===== config.mk =====
export PLATFORM = sky130hd
export DESIGN_NAME = ram_arbiter_flat
export DESIGN_NICKNAME = d
export VERILOG_FILES = /design/src/rtl/ram_arbiter_if.sv /design/src/rtl/ram_arbiter.sv /design/src/flat_wrapper.sv
export SDC_FILE = /design/constraint.sdc
export NUM_CORES = 1
export LEC_CHECK = 0
export BUFFER_PORTS_ARGS = -buffer_cell sky130_fd_sc_hd__buf_2
export CAP_MARGIN = 25
export CELL_PAD_IN_SITES_DETAIL_PLACEMENT = 0
export CELL_PAD_IN_SITES_GLOBAL_PLACEMENT = 1
export CORE_UTILIZATION = 35
export DETAILED_ROUTE_END_ITERATION = 16
export GPL_TIMING_DRIVEN = 0
export PLACE_DENSITY = 0.81
export SLEW_MARGIN = 20
export SYNTH_ARGS = -nofsm -noshare
export SYNTH_HDL_FRONTEND = slang
export SYNTH_SLANG_ARGS = --single-unit

===== constraint.sdc =====
create_clock -name clk -period 1.8 [get_ports clk]
set_input_delay 0.18 -clock clk [delete_from_list [all_inputs] [get_ports clk]]
set_output_delay 0.18 -clock clk [all_outputs]
set_load 0.01 [all_outputs]

===== src/rtl/ram_arbiter_if.sv =====
// Bus bundle for ram_arbiter: two command requesters (A = SPI slave, B = local
// host), the RAM command/return path and the status flags.
interface ram_arbiter_if;
    logic       a_valid;
    logic [9:0] a_din;
    logic       a_ready;
    logic [7:0] a_dout;
    logic       a_dout_valid;

    logic       b_valid;
    logic [9:0] b_din;
    logic       b_ready;
    logic [7:0] b_dout;
    logic       b_dout_valid;

    logic       ram_rx_valid;
    logic [9:0] ram_din;
    logic       ram_tx_valid;
    logic [7:0] ram_dout;

    logic       busy;
    logic       timeout_err;

    // Arbiter side.
    modport slave (
        input  a_valid, a_din, b_valid, b_din, ram_tx_valid, ram_dout,
        output a_ready, a_dout, a_dout_valid,
               b_ready, b_dout, b_dout_valid,
               ram_rx_valid, ram_din, busy, timeout_err
    );

    // Requester / RAM side.
    modport master (
        output a_valid, a_din, b_valid, b_din, ram_tx_valid, ram_dout,
        input  a_ready, a_dout, a_dout_valid,
               b_ready, b_dout, b_dout_valid,
               ram_rx_valid, ram_din, busy, timeout_err
    );
endinterface


===== src/rtl/ram_arbiter.sv =====
// Two-requester arbiter in front of a single RAM command port. A requester that
// starts an address phase or a read owns the RAM until it finishes or times out.
module ram_arbiter #(
    parameter int unsigned TIMEOUT = 255
) (
    input logic          clk,
    input logic          rst_n,
    ram_arbiter_if.slave bus
);

    typedef enum logic [1:0] {
        ST_IDLE,
        ST_LOCKED,
        ST_WAIT_RD
    } state_t;

    typedef enum logic {
        REQ_A = 1'b0,
        REQ_B = 1'b1
    } req_t;

    localparam logic [1:0] CMD_WR_DATA = 2'b01;
    localparam logic [1:0] CMD_RD_DATA = 2'b11;
    localparam logic [7:0] TIMEOUT_LAST = 8'(TIMEOUT - 1);

    state_t     state_q, state_d;
    req_t       owner_q, owner_d;
    req_t       last_grant_q, last_grant_d;
    logic [7:0] idle_cnt_q, idle_cnt_d;

    logic       ram_rx_valid_q, ram_rx_valid_d;
    logic [9:0] ram_din_q, ram_din_d;
    logic [7:0] a_dout_q, a_dout_d;
    logic [7:0] b_dout_q, b_dout_d;
    logic       a_dout_valid_q, a_dout_valid_d;
    logic       b_dout_valid_q, b_dout_valid_d;
    logic       timeout_err_q, timeout_err_d;

    logic       a_grant, b_grant;
    logic       xfer_a, xfer_b, xfer;
    req_t       xfer_who;
    logic [9:0] xfer_word;
    logic [1:0] xfer_cmd;
    logic       idle_tick;

    // In IDLE a tie goes to whoever was not granted last.
    always_comb begin
        a_grant = 1'b0;
        b_grant = 1'b0;
        case (state_q)
            ST_IDLE: begin
                if (bus.a_valid && (!bus.b_valid || last_grant_q == REQ_B)) begin
                    a_grant = 1'b1;
                end else if (bus.b_valid) begin
                    b_grant = 1'b1;
                end
            end
            ST_LOCKED: begin
                a_grant = (owner_q == REQ_A);
                b_grant = (owner_q == REQ_B);
            end
            default: ;
        endcase
    end

    assign xfer_a    = bus.a_valid && a_grant;
    assign xfer_b    = bus.b_valid && b_grant;
    assign xfer      = xfer_a || xfer_b;
    assign xfer_who  = xfer_b ? REQ_B : REQ_A;
    assign xfer_word = xfer_b ? bus.b_din : bus.a_din;
    assign xfer_cmd  = xfer_word[9:8];

    // NOTE: every variable gets a default at the top of the block so no path
    // through the case leaves one unassigned and infers a latch.
    always_comb begin
        state_d        = state_q;
        owner_d        = owner_q;
        last_grant_d   = last_grant_q;
        idle_cnt_d     = idle_cnt_q;
        ram_rx_valid_d = xfer;
        ram_din_d      = xfer ? xfer_word : ram_din_q;
        a_dout_d       = a_dout_q;
        b_dout_d       = b_dout_q;
        a_dout_valid_d = 1'b0;
        b_dout_valid_d = 1'b0;
        timeout_err_d  = 1'b0;
        idle_tick      = 1'b0;

        case (state_q)
            ST_IDLE: begin
                if (xfer) begin
                    last_grant_d = xfer_who;
                    idle_cnt_d   = '0;
                    if (xfer_cmd == CMD_RD_DATA) begin
                        owner_d = xfer_who;
                        state_d = ST_WAIT_RD;
                    end else if (xfer_cmd != CMD_WR_DATA) begin
                        owner_d = xfer_who;
                        state_d = ST_LOCKED;
                    end
                end
            end

            ST_LOCKED: begin
                if (xfer) begin
                    idle_cnt_d = '0;
                    if (xfer_cmd == CMD_WR_DATA) begin
                        state_d = ST_IDLE;
                    end else if (xfer_cmd == CMD_RD_DATA) begin
                        state_d = ST_WAIT_RD;
                    end
                end else begin
                    idle_tick = 1'b1;
                end
            end

            ST_WAIT_RD: begin
                if (bus.ram_tx_valid) begin
                    state_d    = ST_IDLE;
                    idle_cnt_d = '0;
                    if (owner_q == REQ_A) begin
                        a_dout_d       = bus.ram_dout;
                        a_dout_valid_d = 1'b1;
                    end else begin
                        b_dout_d       = bus.ram_dout;
                        b_dout_valid_d = 1'b1;
                    end
                end else begin
                    idle_tick = 1'b1;
                end
            end

            default: state_d = ST_IDLE;
        endcase

        // A cycle with no owner progress either counts up or, on the TIMEOUT-th
        // such cycle, drops the lock.
        if (idle_tick) begin
            if (idle_cnt_q == TIMEOUT_LAST) begin
                state_d       = ST_IDLE;
                idle_cnt_d    = '0;
                timeout_err_d = 1'b1;
            end else begin
                idle_cnt_d = idle_cnt_q + 8'd1;
            end
        end
    end

    // NOTE: sequential state uses non-blocking assignments so every register
    // samples the pre-edge values regardless of statement order.
    always_ff @(posedge clk or negedge rst_n) begin
        if (!rst_n) begin
            state_q        <= ST_IDLE;
            owner_q        <= REQ_A;
            last_grant_q   <= REQ_B;
            idle_cnt_q     <= '0;
            ram_rx_valid_q <= 1'b0;
            ram_din_q      <= '0;
            a_dout_q       <= '0;
            b_dout_q       <= '0;
            a_dout_valid_q <= 1'b0;
            b_dout_valid_q <= 1'b0;
            timeout_err_q  <= 1'b0;
        end else begin
            state_q        <= state_d;
            owner_q        <= owner_d;
            last_grant_q   <= last_grant_d;
            idle_cnt_q     <= idle_cnt_d;
            ram_rx_valid_q <= ram_rx_valid_d;
            ram_din_q      <= ram_din_d;
            a_dout_q       <= a_dout_d;
            b_dout_q       <= b_dout_d;
            a_dout_valid_q <= a_dout_valid_d;
            b_dout_valid_q <= b_dout_valid_d;
            timeout_err_q  <= timeout_err_d;
        end
    end

    assign bus.a_ready      = a_grant;
    assign bus.b_ready      = b_grant;
    assign bus.ram_rx_valid = ram_rx_valid_q;
    assign bus.ram_din      = ram_din_q;
    assign bus.a_dout       = a_dout_q;
    assign bus.b_dout       = b_dout_q;
    assign bus.a_dout_valid = a_dout_valid_q;
    assign bus.b_dout_valid = b_dout_valid_q;
    assign bus.busy         = (state_q != ST_IDLE);
    assign bus.timeout_err  = timeout_err_q;

endmodule


===== src/flat_wrapper.sv =====
// flat-port wrapper written by rule: the top's interface ports become plain ports
module ram_arbiter_flat 
#(
    parameter int unsigned TIMEOUT = 255
)
  (clk, rst_n, bus_a_valid, bus_a_din, bus_b_valid, bus_b_din, bus_ram_tx_valid, bus_ram_dout, bus_a_ready, bus_a_dout, bus_a_dout_valid, bus_b_ready, bus_b_dout, bus_b_dout_valid, bus_ram_rx_valid, bus_ram_din, bus_busy, bus_timeout_err);
  ram_arbiter_if bus_i ();
  input logic clk;
  input logic rst_n;
  input wire logic [$bits(bus_i.a_valid)-1:0] bus_a_valid;
  input wire logic [$bits(bus_i.a_din)-1:0] bus_a_din;
  input wire logic [$bits(bus_i.b_valid)-1:0] bus_b_valid;
  input wire logic [$bits(bus_i.b_din)-1:0] bus_b_din;
  input wire logic [$bits(bus_i.ram_tx_valid)-1:0] bus_ram_tx_valid;
  input wire logic [$bits(bus_i.ram_dout)-1:0] bus_ram_dout;
  output wire logic [$bits(bus_i.a_ready)-1:0] bus_a_ready;
  output wire logic [$bits(bus_i.a_dout)-1:0] bus_a_dout;
  output wire logic [$bits(bus_i.a_dout_valid)-1:0] bus_a_dout_valid;
  output wire logic [$bits(bus_i.b_ready)-1:0] bus_b_ready;
  output wire logic [$bits(bus_i.b_dout)-1:0] bus_b_dout;
  output wire logic [$bits(bus_i.b_dout_valid)-1:0] bus_b_dout_valid;
  output wire logic [$bits(bus_i.ram_rx_valid)-1:0] bus_ram_rx_valid;
  output wire logic [$bits(bus_i.ram_din)-1:0] bus_ram_din;
  output wire logic [$bits(bus_i.busy)-1:0] bus_busy;
  output wire logic [$bits(bus_i.timeout_err)-1:0] bus_timeout_err;
  assign bus_i.a_valid = bus_a_valid;
  assign bus_i.a_din = bus_a_din;
  assign bus_i.b_valid = bus_b_valid;
  assign bus_i.b_din = bus_b_din;
  assign bus_i.ram_tx_valid = bus_ram_tx_valid;
  assign bus_i.ram_dout = bus_ram_dout;
  assign bus_a_ready = bus_i.a_ready;
  assign bus_a_dout = bus_i.a_dout;
  assign bus_a_dout_valid = bus_i.a_dout_valid;
  assign bus_b_ready = bus_i.b_ready;
  assign bus_b_dout = bus_i.b_dout;
  assign bus_b_dout_valid = bus_i.b_dout_valid;
  assign bus_ram_rx_valid = bus_i.ram_rx_valid;
  assign bus_ram_din = bus_i.ram_din;
  assign bus_busy = bus_i.busy;
  assign bus_timeout_err = bus_i.timeout_err;
  ram_arbiter #(.TIMEOUT(TIMEOUT)) u_core (.clk(clk), .rst_n(rst_n), .bus(bus_i));
endmodule

==> metrics.txt <==
Fmax=510 MHz; first-pass GRT wire length=7980 um; power after layout=~0.0049 W; CTS tree=built; Syn Nets=250; final period utilization=1.09; worst-path cell chain=inv_4, ha_4, and2b_2, or4b_4, o211ai_4, buf_6, inv_2, a31oi_1; Fin Hold WS=87.1 ps; Post-Place Cell Area=2600 sq um; Final Slew Violations=0; Worst-Skew Late Latency=290 ps; synthesis-stage register bit count=42; Top Ports=66; drt pass-1 iters=4; crit start category=flop; share of total power in the clock network=0.152; Synth area leaders=dfrtp_1 47%, nand2_1 7.6%, mux2i_1 4.6%; max-cap viol count=0; full die area=roughly 6500 sq um; TritonCTS buffer count=5; switching power total=0.00186 W; clk_skew=5.04 ps; top_reg_cell synth=dfrtp_1; post-DP HPWL=between 3000 and 4000 um; gp weighted congestion=~0.79; cells after synthesis=approximately 210; Peak VDD IR=about 0.86 mV; # fillers=562; Synth async-reset ratio=1.00; nets=344; Seq pwr share=0.307; Arrival @ worst endpoint=2180 ps; Die H=~81 um; final hold violations=0; most numerous cell in the Yosys netlist=nand2_1; Clock transition at path regs=80 ps; crit path max fanout=4; Comb power frac=0.541; sequential share of the synthesized area=0.485; Worst EP required=2020 ps; internal power=0.00307 W; drt drc=0; vias in the first global route=1,731; root buffer cell=clkbuf_8; DR vias/cell=~5; setup TNS=-1060 ps; Post-Syn Area per Cell=10.3 sq um; maximum clock insertion buffer count=2; share of the synthesized area in the top cell type=0.473; synth-to-layout area growth=39.0%; core area=5960 sq um; largest net degree at the start of global routing=43; layout cells sized above 1=0.451; total number of yosys warnings=0; Post-synth EDFFs=0; H-tree levels=2; CP Buf/Inv Count=3; Initial Util=0.364; Final Setup Violations=10; leak pwr=approximately 1.5 nW; DR vias=1,926; Critical-path top delay cell=or4b_4; Crit Path Class=reg -> reg; cell taking the most area after synthesis=dfrtp_1; minimum clock period=1960 ps; Starting DRT DRC Count=80; Slew @ Worst Pin=500 ps; Sw Share=0.377; slowest cell delay on critical path=540 ps; antenna violations before repair=0; Worst slew margin=0.666; IO Port Bufs=64; diodes inserted=0; Die W=80.7 um; ANT nets after route=0; CP endpoint kind=flop; routed wire length=5170 um; clk sinks=42; Pwr Density=1640 nW/um^2; kind of cell adding the most delay to the critical path=simple AND/OR/NAND/NOR gates; worst hold path class=in -> reg; synth cell count leaders=44 x nand2_1, 41 x dfrtp_1, 13 x o21ai_1, 10 x inv_1, 10 x mux2i_1; Final WS setup=-161 ps; Cell Rows=28; violated checks=negative setup slack; outcome=complete, but fails checks; Post-Layout Inst Area=3010 sq um; Yosys cell types=48; gr ovfl total=0; all-layer global routing usage=0.161; DR WL/cell=13.6 um; RSZ-0062 raised after global routing=true; Post-Synthesis Cell Area=approximately 2200 sq um
==> tightest hold or removal path, cell delays in order <==
cell	delay [ps]
buf_2	80
nand2_1	40
nand2_1	40
==> layout by cell type, fill, tap and decap left out, types with 3 or more instances in the layout <==
cell / instances
ha_4: 3
o21ai_1: 12
ha_1: 3
inv_1: 7
buf_4: 23
mux2_2: 8
a21oi_1: 5
buf_2: 64
buf_6: 3
nor2_1: 4
nand2_1: 44
mux2i_1: 10
dfrtp_1: 39
clkbuf_8: 5
o211ai_1: 5
inv_2: 3
nand3_1: 8
o21ai_0: 3
==> logic make-up after synthesis <==
group	after synthesis	synth area share
adders and majority gates	6	0.0346
DFF	42	0.485
buffers and inverters	19	0.0450
and+or+nand+nor	75	0.175
muxes	19	0.0929
AOI/OAI and AO/OA	49	0.163
xor gates and xnor gates	1	0.00404
==> power by group through the flow <==
stage / Combinational (W) / Clock, W / Sequential (W)
after floorplan: 0.00132 / 0 / 0.00165
after global placement: 0.00210 / 0 / 0.00150
after detailed placement: 0.00212 / 0 / 0.00151
after CTS: 0.00238 / 0.000773 / 0.00150
after global routing: 0.00293 / 0.000812 / 0.00156
final: 0.00266 / 0.000751 / 0.00151
==> stage by stage <==
stage / util / std cells / setup slack (ps)
3_5_place_dp: 0.437 / 350 / -271
6_report: 0.506 / 381 / -161
2_1_floorplan: - / 211 / -95.7
4_1_cts: 0.476 / 367 / -187
5_1_grt: 0.506 / 381 / -227
3_3_place_gp: 0.437 / 350 / -266
==> metal layers <==
layer | GRT usage | wire length [um]
met1 | 0.211 | 2270
met2 | 0.254 | 2500
met3 | 0.0318 | 338
met4 | 0.0786 | 63
met5 | 0 | 0
==> registers in the layout, indices dropped and copies added (netlist names) <==
| signal | cells |
|---|---|
| u_core.bus.b_dout_valid | 1 |
| u_core.last_grant_q | 1 |
| u_core.bus.timeout_err | 1 |
| u_core.bus.ram_rx_valid | 1 |
| u_core.bus.a_dout_valid | 1 |
| u_core.owner_q | 1 |
| u_core.bus.a_dout | 8 |
| u_core.state_q | 2 |
| u_core.bus.b_dout | 8 |
| u_core.idle_cnt_q | 8 |
| u_core.bus.ram_din | 10 |
==> area by class of cell <==
class                      count  area, sq um  area share
sequential                    42         1050       0.350
tap                           75         93.8      0.0311
buffer                         5         41.3      0.0137
timing repair buffer          88          536       0.178
clock inverter                 2         37.5      0.0125
multi-input combinational    150         1120       0.373
clock buffer                   6         72.6      0.0241
inverter                      13         53.8      0.0178
==> worst paths after layout <==
check,from,to,slack (ps),depth (start not counted)
setup / recovery,u_core.state_q[0],u_core.idle_cnt_q[4],-160,8
hold / removal,bus_ram_dout[5],u_core.bus.a_dout[5],90,3
setup reg to reg,u_core.state_q[0],u_core.idle_cnt_q[4],-160,8
hold reg to reg,u_core.bus.a_dout[7],u_core.bus.a_dout[7],480,2
max in group asynchronous,rst_n,u_core.state_q[0],1050,3
min in group asynchronous,rst_n,u_core.bus.timeout_err,280,2
==> timing repair <==
action                                  4_1_cts  5_1_grt
endpoints found under the setup margin       21       31
endpoints found under the hold margin         0        8
resized for setup                            12       12
setup buffers                                 9       14
pin swaps                                     3       14
hold buffers                                  0        1
Power figures use the tool's default switching activity.
